==> src/rtl/sha256_msg_feeder_pkg.sv <==
// Shared constants, state encoding and padding helper for the SHA-256 message feeder.
package sha256_msg_feeder_pkg;

  localparam int unsigned WORD_W      = 32;
  localparam int unsigned BLOCK_WORDS = 16;
  localparam int unsigned IDX_W       = 5;

  localparam logic [WORD_W-1:0] PAD_WORD  = 32'h8000_0000;
  localparam logic [255:0]      SHA256_IV = 256'h6a09e667_bb67ae85_3c6ef372_a54ff53a_510e527f_9b05688c_1f83d9ab_5be0cd19;

  typedef enum logic [2:0] {
    ST_FILL  = 3'd0,
    ST_PAD   = 3'd1,
    ST_LEN   = 3'd2,
    ST_ISSUE = 3'd3,
    ST_WAIT  = 3'd4,
    ST_DONE  = 3'd5
  } state_e;

  // Keep the valid leading bytes of the final word, place 0x80 right after them, zero the rest.
  function automatic logic [WORD_W-1:0] pad_last_word(input logic [WORD_W-1:0] data,
                                                      input logic [2:0]        nbytes);
    logic [WORD_W-1:0] w;
    w = data;
    case (nbytes)
      3'd0:    w = PAD_WORD;
      3'd1:    w = {data[31:24], 24'h80_0000};
      3'd2:    w = {data[31:16], 16'h8000};
      3'd3:    w = {data[31:8], 8'h80};
      default: w = data;
    endcase
    return w;
  endfunction

endpackage

==> src/rtl/sha256_msg_feeder_fsm.sv <==
// Control for the feeder: block word index, padding/final/first flags and the core/consumer handshakes.
module sha256_msg_feeder_fsm
  import sha256_msg_feeder_pkg::*;
(
  input  logic       clk,
  input  logic       reset,
  input  logic       msg_valid_i,
  input  logic       msg_last_i,
  input  logic [2:0] msg_bytes_i,
  input  logic       core_digest_valid_i,
  input  logic       hash_ready_i,
  output logic       msg_ready_o,
  output logic       core_init_o,
  output logic       core_first_block_o,
  output logic       hash_valid_o,
  output logic [3:0] wr_idx_o,
  output logic       pad_done_o,
  output logic       fill_we_c_o,
  output logic       pad_we_c_o,
  output logic       len_we_c_o,
  output logic       chain_we_c_o,
  output logic       len_clr_c_o
);

  state_e           state_q, state_d;
  state_e           resume_q, resume_d;
  logic [IDX_W-1:0] idx_q, idx_d;
  logic             first_q, first_d;
  logic             pad_done_q, pad_done_d;
  logic             final_q, final_d;
  logic             msg_ready_q, core_init_q, core_first_q, hash_valid_q;
  logic             xfer;

  assign xfer = msg_valid_i & msg_ready_q;

  always_ff @(posedge clk or posedge reset) begin
    if (reset) begin
      state_q      <= ST_FILL;
      resume_q     <= ST_FILL;
      idx_q        <= '0;
      first_q      <= 1'b1;
      pad_done_q   <= 1'b0;
      final_q      <= 1'b0;
      msg_ready_q  <= 1'b0;
      core_init_q  <= 1'b0;
      core_first_q <= 1'b0;
      hash_valid_q <= 1'b0;
    end else begin
      state_q      <= state_d;
      resume_q     <= resume_d;
      idx_q        <= idx_d;
      first_q      <= first_d;
      pad_done_q   <= pad_done_d;
      final_q      <= final_d;
      // Handshake outputs are registered copies of the state being entered.
      msg_ready_q  <= (state_d == ST_FILL);
      core_init_q  <= (state_d == ST_ISSUE);
      hash_valid_q <= (state_d == ST_DONE);
      if (state_d == ST_ISSUE) core_first_q <= first_q;
    end
  end

  always_comb begin
    state_d      = state_q;
    resume_d     = resume_q;
    idx_d        = idx_q;
    first_d      = first_q;
    pad_done_d   = pad_done_q;
    final_d      = final_q;
    fill_we_c_o  = 1'b0;
    pad_we_c_o   = 1'b0;
    len_we_c_o   = 1'b0;
    chain_we_c_o = 1'b0;
    len_clr_c_o  = 1'b0;
    case (state_q)
      ST_FILL: begin
        if (xfer) begin
          fill_we_c_o = 1'b1;
          idx_d       = idx_q + IDX_W'(1);
          if (msg_last_i) begin
            pad_done_d = (msg_bytes_i < 3'd4);
            state_d    = ST_PAD;
          end else if (idx_q == IDX_W'(BLOCK_WORDS - 1)) begin
            resume_d = ST_FILL;
            state_d  = ST_ISSUE;
          end
        end
      end
      ST_PAD: begin
        // A full block ships first; the length words must land in 14/15 of the block being built.
        if (idx_q == IDX_W'(BLOCK_WORDS)) begin
          resume_d = ST_PAD;
          state_d  = ST_ISSUE;
        end else if ((idx_q == IDX_W'(BLOCK_WORDS - 2)) && pad_done_q) begin
          state_d = ST_LEN;
        end else begin
          pad_we_c_o = 1'b1;
          pad_done_d = 1'b1;
          idx_d      = idx_q + IDX_W'(1);
        end
      end
      ST_LEN: begin
        len_we_c_o = 1'b1;
        final_d    = 1'b1;
        idx_d      = IDX_W'(BLOCK_WORDS);
        state_d    = ST_ISSUE;
      end
      ST_ISSUE: begin
        first_d = 1'b0;
        state_d = ST_WAIT;
      end
      ST_WAIT: begin
        if (core_digest_valid_i) begin
          chain_we_c_o = 1'b1;
          idx_d        = '0;
          state_d      = final_q ? ST_DONE : resume_q;
        end
      end
      ST_DONE: begin
        if (hash_ready_i) begin
          len_clr_c_o = 1'b1;
          pad_done_d  = 1'b0;
          final_d     = 1'b0;
          first_d     = 1'b1;
          state_d     = ST_FILL;
        end
      end
      default: state_d = ST_FILL;
    endcase
  end

  assign msg_ready_o        = msg_ready_q;
  assign core_init_o        = core_init_q;
  assign core_first_block_o = core_first_q;
  assign hash_valid_o       = hash_valid_q;
  assign wr_idx_o           = idx_q[3:0];
  assign pad_done_o         = pad_done_q;

endmodule

==> src/rtl/sha256_msg_feeder.sv <==
// SHA-256 message feeder: pads a 32-bit word stream into 512-bit blocks, chains digests through the core.
module sha256_msg_feeder
  import sha256_msg_feeder_pkg::*;
#(
  parameter int unsigned LEN_W = 64
) (
  input  logic         clk,
  input  logic         reset,
  input  logic         msg_valid,
  output logic         msg_ready,
  input  logic [31:0]  msg_data,
  input  logic         msg_last,
  input  logic [2:0]   msg_bytes,
  output logic         core_init,
  output logic [511:0] core_block,
  output logic         core_first_block,
  output logic [255:0] core_prev_digest,
  input  logic         core_digest_valid,
  input  logic [255:0] core_digest,
  output logic         hash_valid,
  input  logic         hash_ready,
  output logic [255:0] hash
);

  logic [WORD_W-1:0] blk_q [BLOCK_WORDS];
  logic [LEN_W-1:0]  len_q;
  logic [255:0]      chain_q;
  logic [63:0]       len64;
  logic [3:0]        wr_idx;
  logic              pad_done;
  logic              fill_we, pad_we, len_we, chain_we, len_clr;

  sha256_msg_feeder_fsm u_fsm (
    .clk                 (clk),
    .reset               (reset),
    .msg_valid_i         (msg_valid),
    .msg_last_i          (msg_last),
    .msg_bytes_i         (msg_bytes),
    .core_digest_valid_i (core_digest_valid),
    .hash_ready_i        (hash_ready),
    .msg_ready_o         (msg_ready),
    .core_init_o         (core_init),
    .core_first_block_o  (core_first_block),
    .hash_valid_o        (hash_valid),
    .wr_idx_o            (wr_idx),
    .pad_done_o          (pad_done),
    .fill_we_c_o         (fill_we),
    .pad_we_c_o          (pad_we),
    .len_we_c_o          (len_we),
    .chain_we_c_o        (chain_we),
    .len_clr_c_o         (len_clr)
  );

  assign len64 = 64'(len_q);

  // Block word registers; untouched during ISSUE/WAIT so the core sees a stable block.
  always_ff @(posedge clk or posedge reset) begin
    if (reset) begin
      for (int i = 0; i < BLOCK_WORDS; i++) blk_q[i] <= '0;
    end else begin
      if (fill_we) blk_q[wr_idx] <= msg_last ? pad_last_word(msg_data, msg_bytes) : msg_data;
      if (pad_we)  blk_q[wr_idx] <= pad_done ? '0 : PAD_WORD;
      if (len_we) begin
        blk_q[BLOCK_WORDS-2] <= len64[63:32];
        blk_q[BLOCK_WORDS-1] <= len64[31:0];
      end
    end
  end

  always_ff @(posedge clk or posedge reset) begin
    if (reset) begin
      len_q <= '0;
    end else if (len_clr) begin
      len_q <= '0;
    end else if (fill_we) begin
      len_q <= len_q + (msg_last ? LEN_W'({msg_bytes, 3'b000}) : LEN_W'(WORD_W));
    end
  end

  always_ff @(posedge clk or posedge reset) begin
    if (reset) begin
      chain_q <= '0;
    end else if (chain_we) begin
      chain_q <= core_digest;
    end
  end

  always_comb begin
    core_block = '0;
    for (int i = 0; i < BLOCK_WORDS; i++) core_block[511-32*i -: 32] = blk_q[i];
  end

  assign core_prev_digest = chain_q;
  assign hash             = chain_q;

endmodule

==> config.mk <==
export PLATFORM = sky130hd
export DESIGN_NAME = sha256_msg_feeder
export DESIGN_NICKNAME = d
export VERILOG_FILES = /design/src/rtl/sha256_msg_feeder_pkg.sv /design/src/rtl/sha256_msg_feeder_fsm.sv /design/src/rtl/sha256_msg_feeder.sv
export SDC_FILE = /design/constraint.sdc
export NUM_CORES = 2
export LEC_CHECK = 0
export ABC_AREA = 1
export BUFFER_PORTS_ARGS = -buffer_cell sky130_fd_sc_hd__buf_2
export CAP_MARGIN = 15
export CORE_AREA = 2 2 515 517
export DETAILED_ROUTE_END_ITERATION = 10
export DIE_AREA = 0 0 517 519
export GPL_TIMING_DRIVEN = 0
export PLACE_DENSITY_LB_ADDON = 0.2
export RECOVER_POWER = 25
export SLEW_MARGIN = 20
export SYNTH_ARGS = -nofsm -noshare
export SYNTH_HDL_FRONTEND = slang
export SYNTH_SLANG_ARGS = --single-unit
==> constraint.sdc <==
create_clock -name clk -period 38.7 [get_ports clk]
set_input_delay 9.675 -clock clk [delete_from_list [all_inputs] [get_ports clk]]
set_output_delay 9.675 -clock clk [all_outputs]
set_load 0.05 [all_outputs]
### Word level (Yosys, flattened, before mapping)

Index checks and enable logic that the tools add are counted.

| word-level totals | value |
|---|---|
| bits in registers | 850 |
| bits of input ports | 297 |
| output and inout port bits | 1028 |
| word-level logic and storage cells | 125 |

| operators by class | value |
|---|---|
| $add $sub $neg | 2 |
| $lt $le $gt $ge | 3 |
| equal/unequal tests | 22 |
| multiplexer cells | 52 |
| bitwise operators | 2 |
| reductions and logical operators | 16 |

Operator list:

| cell | number |
|---|---|
| 512-bit bitwise mux | 2 |
| 512-bit two-way mux | 2 |
| 64-bit two-way mux | 3 |
| 32-bit demux with 4-bit select | 1 |
| 32-bit two-way mux | 4 |
| 32-bit one-hot mux with 4 select lines | 1 |
| 64-bit by 6-bit adder with 64-bit output | 1 |
| 3-bit two-way mux | 12 |
| 5-bit two-way mux | 4 |
| 5-bit one-hot mux with 4 select lines | 1 |
| 3-bit one-hot mux with 6 select lines | 1 |
| 1-bit two-way mux | 16 |
| 3-bit by 2-bit == test with 1-bit output (second input constant) | 5 |
| 2-bit != test (second input constant) | 6 |
| 5-bit by 4-bit == test with 1-bit output (second input constant) | 2 |
| 5-bit AND reduction | 2 |
| 3-bit == test (second input constant) | 3 |
| 3-bit zero test | 3 |
| 2-bit nonzero test | 4 |
| 3-bit by 1-bit == test with 1-bit output (second input constant) | 2 |
| 6-bit two-way mux | 1 |
| 2-bit by 1-bit != test with 1-bit output (second input constant) | 3 |
| 3-bit one-hot mux with 2 select lines | 1 |
| 6-bit AND reduction | 1 |
| other kinds (13) | 16 |

### Longest topological paths before layout

| logic depth | value |
|---|---|
| depth in word-level cells | 10 |
| depth in mapped cells | 14 |
| depth with buffers taken out | 14 |

### Modules after synthesis

From an unflattened synthesis, not the netlist that was laid out.

| unflattened totals | value |
|---|---|
| cell total of the unflattened synthesis | 3566 |
| area total of the unflattened synthesis | 36488.7 µm² |

By module, submodules not included:

| module | times used | cells each | area each (µm²) | seq. area each (µm²) |
|---|---|---|---|---|
| sha256_msg_feeder | 1 | 3421 | 35450.2 | 20744.9 |
| sha256_msg_feeder_fsm | 1 | 145 | 1038.5 | 401.6 |

### Worst setup path before layout

OpenSTA, ideal clock, no wires.

| path | value |
|---|---|
| kind | in2reg |
| start | input port msg_bytes[0] |
| end | register len_q[33], in the netlist len64[33] |
| library setup time | 117 ps |
| arrival time | 11315 ps |
| data required time | 38583 ps |
| path slack | 27268 ps |
| cell stages on the path | 13 |
| path buffers | 0 |
| cell sequence | nand2_1 inv_1 ha_1 inv_1 fa_1 o21ai_1 nand2_1 nor2_2 nand2_1 nor3_1 nand2_1 nand2_1 nor2_1 |

| on the way | value |
|---|---|
| cells in the longest elaborated chain, start to end | 4 |

Ends and longest elaborated chain:

| item | RTL line | text |
|---|---|---|
| from (decl) | sha256_msg_feeder.sv:13 | `input logic [2:0] msg_bytes,` |
| 6-bit two-way mux | sha256_msg_feeder.sv:76 | `len_q <= len_q + (msg_last ? LEN_W'({msg_bytes, 3'b000}) : LEN_W'(WORD_W));` |
| 64-bit by 6-bit adder with 64-bit output | sha256_msg_feeder.sv:76 |  |
| 64-bit two-way mux | sha256_msg_feeder.sv:75 | `end else if (fill_we) begin` |
| 64-bit two-way mux | sha256_msg_feeder.sv:73 | `end else if (len_clr) begin` |
| to (signal assigned) | sha256_msg_feeder.sv:76 |  |
| to (decl) | sha256_msg_feeder.sv:26 | `logic [LEN_W-1:0] len_q;` |

Every way passes these cells. The select of a mux whose other input is x is not followed.
A chain may end at the register's enable or synchronous reset.

==> results.json <==
{
  "seqPwrFrac": 0.267,
  "end_kind": "async pin",
  "post_cts_buffers": 0,
  "cts_root_buf": "clkbuf_16",
  "combPwrFrac": 0.546,
  "drc": 0,
  "io_pins": 1325,
  "hold_violations": 0,
  "firstDrtPassIters": 5,
  "synth_area_leader_cell": "dfrtp_1",
  "maxCapViolations": 9,
  "required_ns": 38.19,
  "max_freq_mhz": 52.2,
  "synth_edf_count": 0,
  "worst_slew_pin_slew_ns": 5.65,
  "coreArea_sq_mm": 0.263,
  "path_common_cell": "clkbuf_1",
  "path_class": "primary input to async pin",
  "reg2reg_depth": 9,
  "num_vias": 36500,
  "pre_cts_ws_ns": 25.84,
  "synth.distinct_cells": 45,
  "crit_family": "buffers and inverters",
  "cts-buffers-inserted": 111,
  "min_period_ns": 19.15,
  "synth_top_family_by_area": "simple AND/OR/NAND/NOR gates",
  "fin_ws_ns": 19.55,
  "die_w_um": 517,
  "synthSimpleGateAreaFrac": 0.171,
  "synth.top_cells.by_area": "dfrtp_1 (55%), nand2_1 (12%), mux2_2 (7.5%)",
  "first_iter_violations": 2885,
  "rr_startpoint": "u_fsm.state_q[1]",
  "fin_worst_hold_slack_ns": 0.483,
  "synth-xor-area-share": 0.000454,
  "slowest_delay_ns": 4.16,
  "pwr-share-clk": 0.187,
  "placed_cells": 9036,
  "synth-compound-area-share": 0.0929,
  "period_share": 0.495,
  "power.leakage_nw": 27.6,
  "critPathLaunch": "reset",
  "clock_skew_ns": 0.0668,
  "numClockSinks": 845,
  "synth.most_common_cell": "nand2_1",
  "cts_hold_buf": 0,
  "synthArstFlopShare": 1.00,
  "die_h_um": 519,
  "dp_hpwl_um": 231000,
  "syn-num-nets": 4453,
  "slowest_stage": "clkbuf_1",
  "syn_inst": 4146,
  "grt_antenna_before_repair": 87,
  "grt_pass1_vias": 35300,
  "port_buffers": 1324,
  "grt_setup_unrepaired": "false",
  "maxSlewViolCount": 717,
  "die_area_sq_mm": 0.268,
  "ys_seq_area_frac": 0.549,
  "yosys.area.top_type_share": 0.548,
  "r2r_slack_ns": 35.34,
  "cts.clk_slew.worst_paths_ns": 0.06,
  "power_mw": 5.99,
  "maxSlewHeadroom": -2.77,
  "ys_warn_count": 0,
  "violations": "max-capacitance violations, max-slew violations",
  "finalSetupViolations": 0,
  "stdcell_count": 9289,
  "r2r-end": "core_block[174]",
  "cp.depth": 4,
  "hp-class": "flop to flop",
  "routed_wl_um": 283000,
  "drive_gt1_frac": 0.410,
  "path_buf_inv": 4,
  "finalSetupTns_ns": 0,
  "power.internal_mw": 2.59,
  "final_nets": 5923,
  "synth.avg_cell_area_sq_um": 9.30,
  "cp-start-kind": "primary input",
  "fp-row-count": 189,
  "synthTopCellsByCount": "nand2_1 (1220), dfrtp_1 (844), buf_4 (280)",
  "clockBufferDepth": 3,
  "switching_power_mw": 3.40,
  "worstSkewPairLatency_ns": 0.81,
  "track_usage": 0.203,
  "synth_seq_cells": 845,
  "pwr_density_cell_mw_per_mm2": 111,
  "vias_per_cell": 3.93,
  "start_util": 0.146,
  "wl_per_cell_um": 30.4,
  "ant_nets": 0,
  "worstSetupEndpoint": "core_prev_digest[215]",
  "cts_resized": 0,
  "synthesis.area_sq_mm": 0.0385,
  "htreeDepth": 3,
  "synth.area.mux_share": 0.0748,
  "ys.flop_type": "dfrtp_1",
  "ir_drop_mv": 0.0920,
  "grt_pass1_wl_um": 359000,
  "area_growth_pct": 40.6,
  "gp_congestion": 0.875,
  "critPathMaxFanout": 99,
  "tritoncts": "done",
  "synth_fa_ha_area_frac": 0.00344,
  "outcome": "finished with violations",
  "cp.arrival_ns": 18.64,
  "switching_share": 0.568,
  "gr-total-overflow": 0,
  "grt_max_degree": 100,
  "path_cells": "buf_2 > clkinvlp_2 > clkbuf_1 > clkbuf_1"
}
-- worst reg2reg max path, delay by kind of cell, from the launching register on --
family / cells / cell delay [ns]
buffers and inverters: 3 / 1.19
DFF: 1 / 0.42
AOI/OAI and AO/OA: 1 / 0.18
and+or+nand+nor: 5 / 1.48
-- metrics by stage --
stage	utilization	instance area, sq um
after floorplan	-	38500
after global placement	0.188	49600
after detailed placement	0.191	50400
after CTS	0.206	54300
after global routing	0.205	54100
final	0.206	54200
-- worst min path at each step --
stage / start / endpoint / cells after the start
global placement: core_block[499] / core_block[499] / 2
floorplan: len64[21] / len64[21] / 1
global route: core_block[484] / core_block[484] / 2
CTS: core_block[508] / core_block[508] / 2
detailed placement: core_block[508] / core_block[508] / 2
finish: core_block[508] / core_block[508] / 2
-- layout by cell type (no fill, tap or decap), types with 6 or more instances in the layout --
cell	netlist	layout
a21oi_1	248	248
nand2_1	1220	1218
o211ai_1	27	27
nand4_1	41	41
bufinv_16	0	11
o21ai_0	255	255
clkbuf_16	0	111
buf_2	101	1428
clkbuf_1	67	88
inv_1	272	271
nor3_1	22	22
buf_12	1	16
clkbuf_8	0	25
o21ai_1	7	7
buf_16	0	9
clkinv_1	12	12
clkbuf_2	0	18
buf_4	280	280
nor2_2	8	6
ha_1	9	9
inv_2	21	21
nand3_1	140	140
nor2_1	161	164
nand2_2	13	15
dfrtp_1	844	844
a21oi_2	80	80
buf_6	8	8
clkinv_2	0	20
nand2_8	6	6
diode_2	0	44
mux2_2	256	256
-- power groups by stage --
stage	logic, mW	registers (mW)	clock network [mW]
floorplan	1.14	2.51	0
global placement	3.30	1.61	0
detailed placement	3.32	1.61	0
CTS	3.33	1.60	1.15
global route	3.40	1.63	1.18
finish	3.27	1.60	1.12
-- metal layers --
metal	track usage	share of wire
met2	0.340	0.48
met4	0.0854	0.045
met3	0.0664	0.090
met1	0.235	0.38
met5	0.00108	0.00074
-- flip-flops by register name (all words and copies together) (netlist names) --
| name | count |
|---|---|
| len64 | 61 |
| u_fsm.core_first_block_o | 1 |
| u_fsm.final_q | 1 |
| u_fsm.hash_valid_o | 1 |
| u_fsm.first_q | 1 |
| u_fsm.pad_done_o | 1 |
| u_fsm.msg_ready_o | 1 |
| u_fsm.state_q | 3 |
| core_block | 512 |
| u_fsm.resume_q | 1 |
| u_fsm.idx_q | 5 |
| u_fsm.core_init_o | 1 |
| core_prev_digest | 256 |
-- kinds of logic after synthesis --
family	after synthesis
buffers and inverters	778
AOI/OAI and AO/OA	634
and+or+nand+nor	1621
adders and majority gates	10
muxes	256
xor gates and xnor gates	2
DFF	845
-- final cells by class --
class,count,area (sq um)
antenna,44,110
buffer,467,3040
multi-input combinational,2523,13200
sequential,845,21100
clock buffer,160,3210
inverter,311,1190
tap,3533,4420
fill,29600,209000
timing repair buffer,1357,7200
clock inverter,49,676
Note: power is estimated with default switching activity, not from simulation.
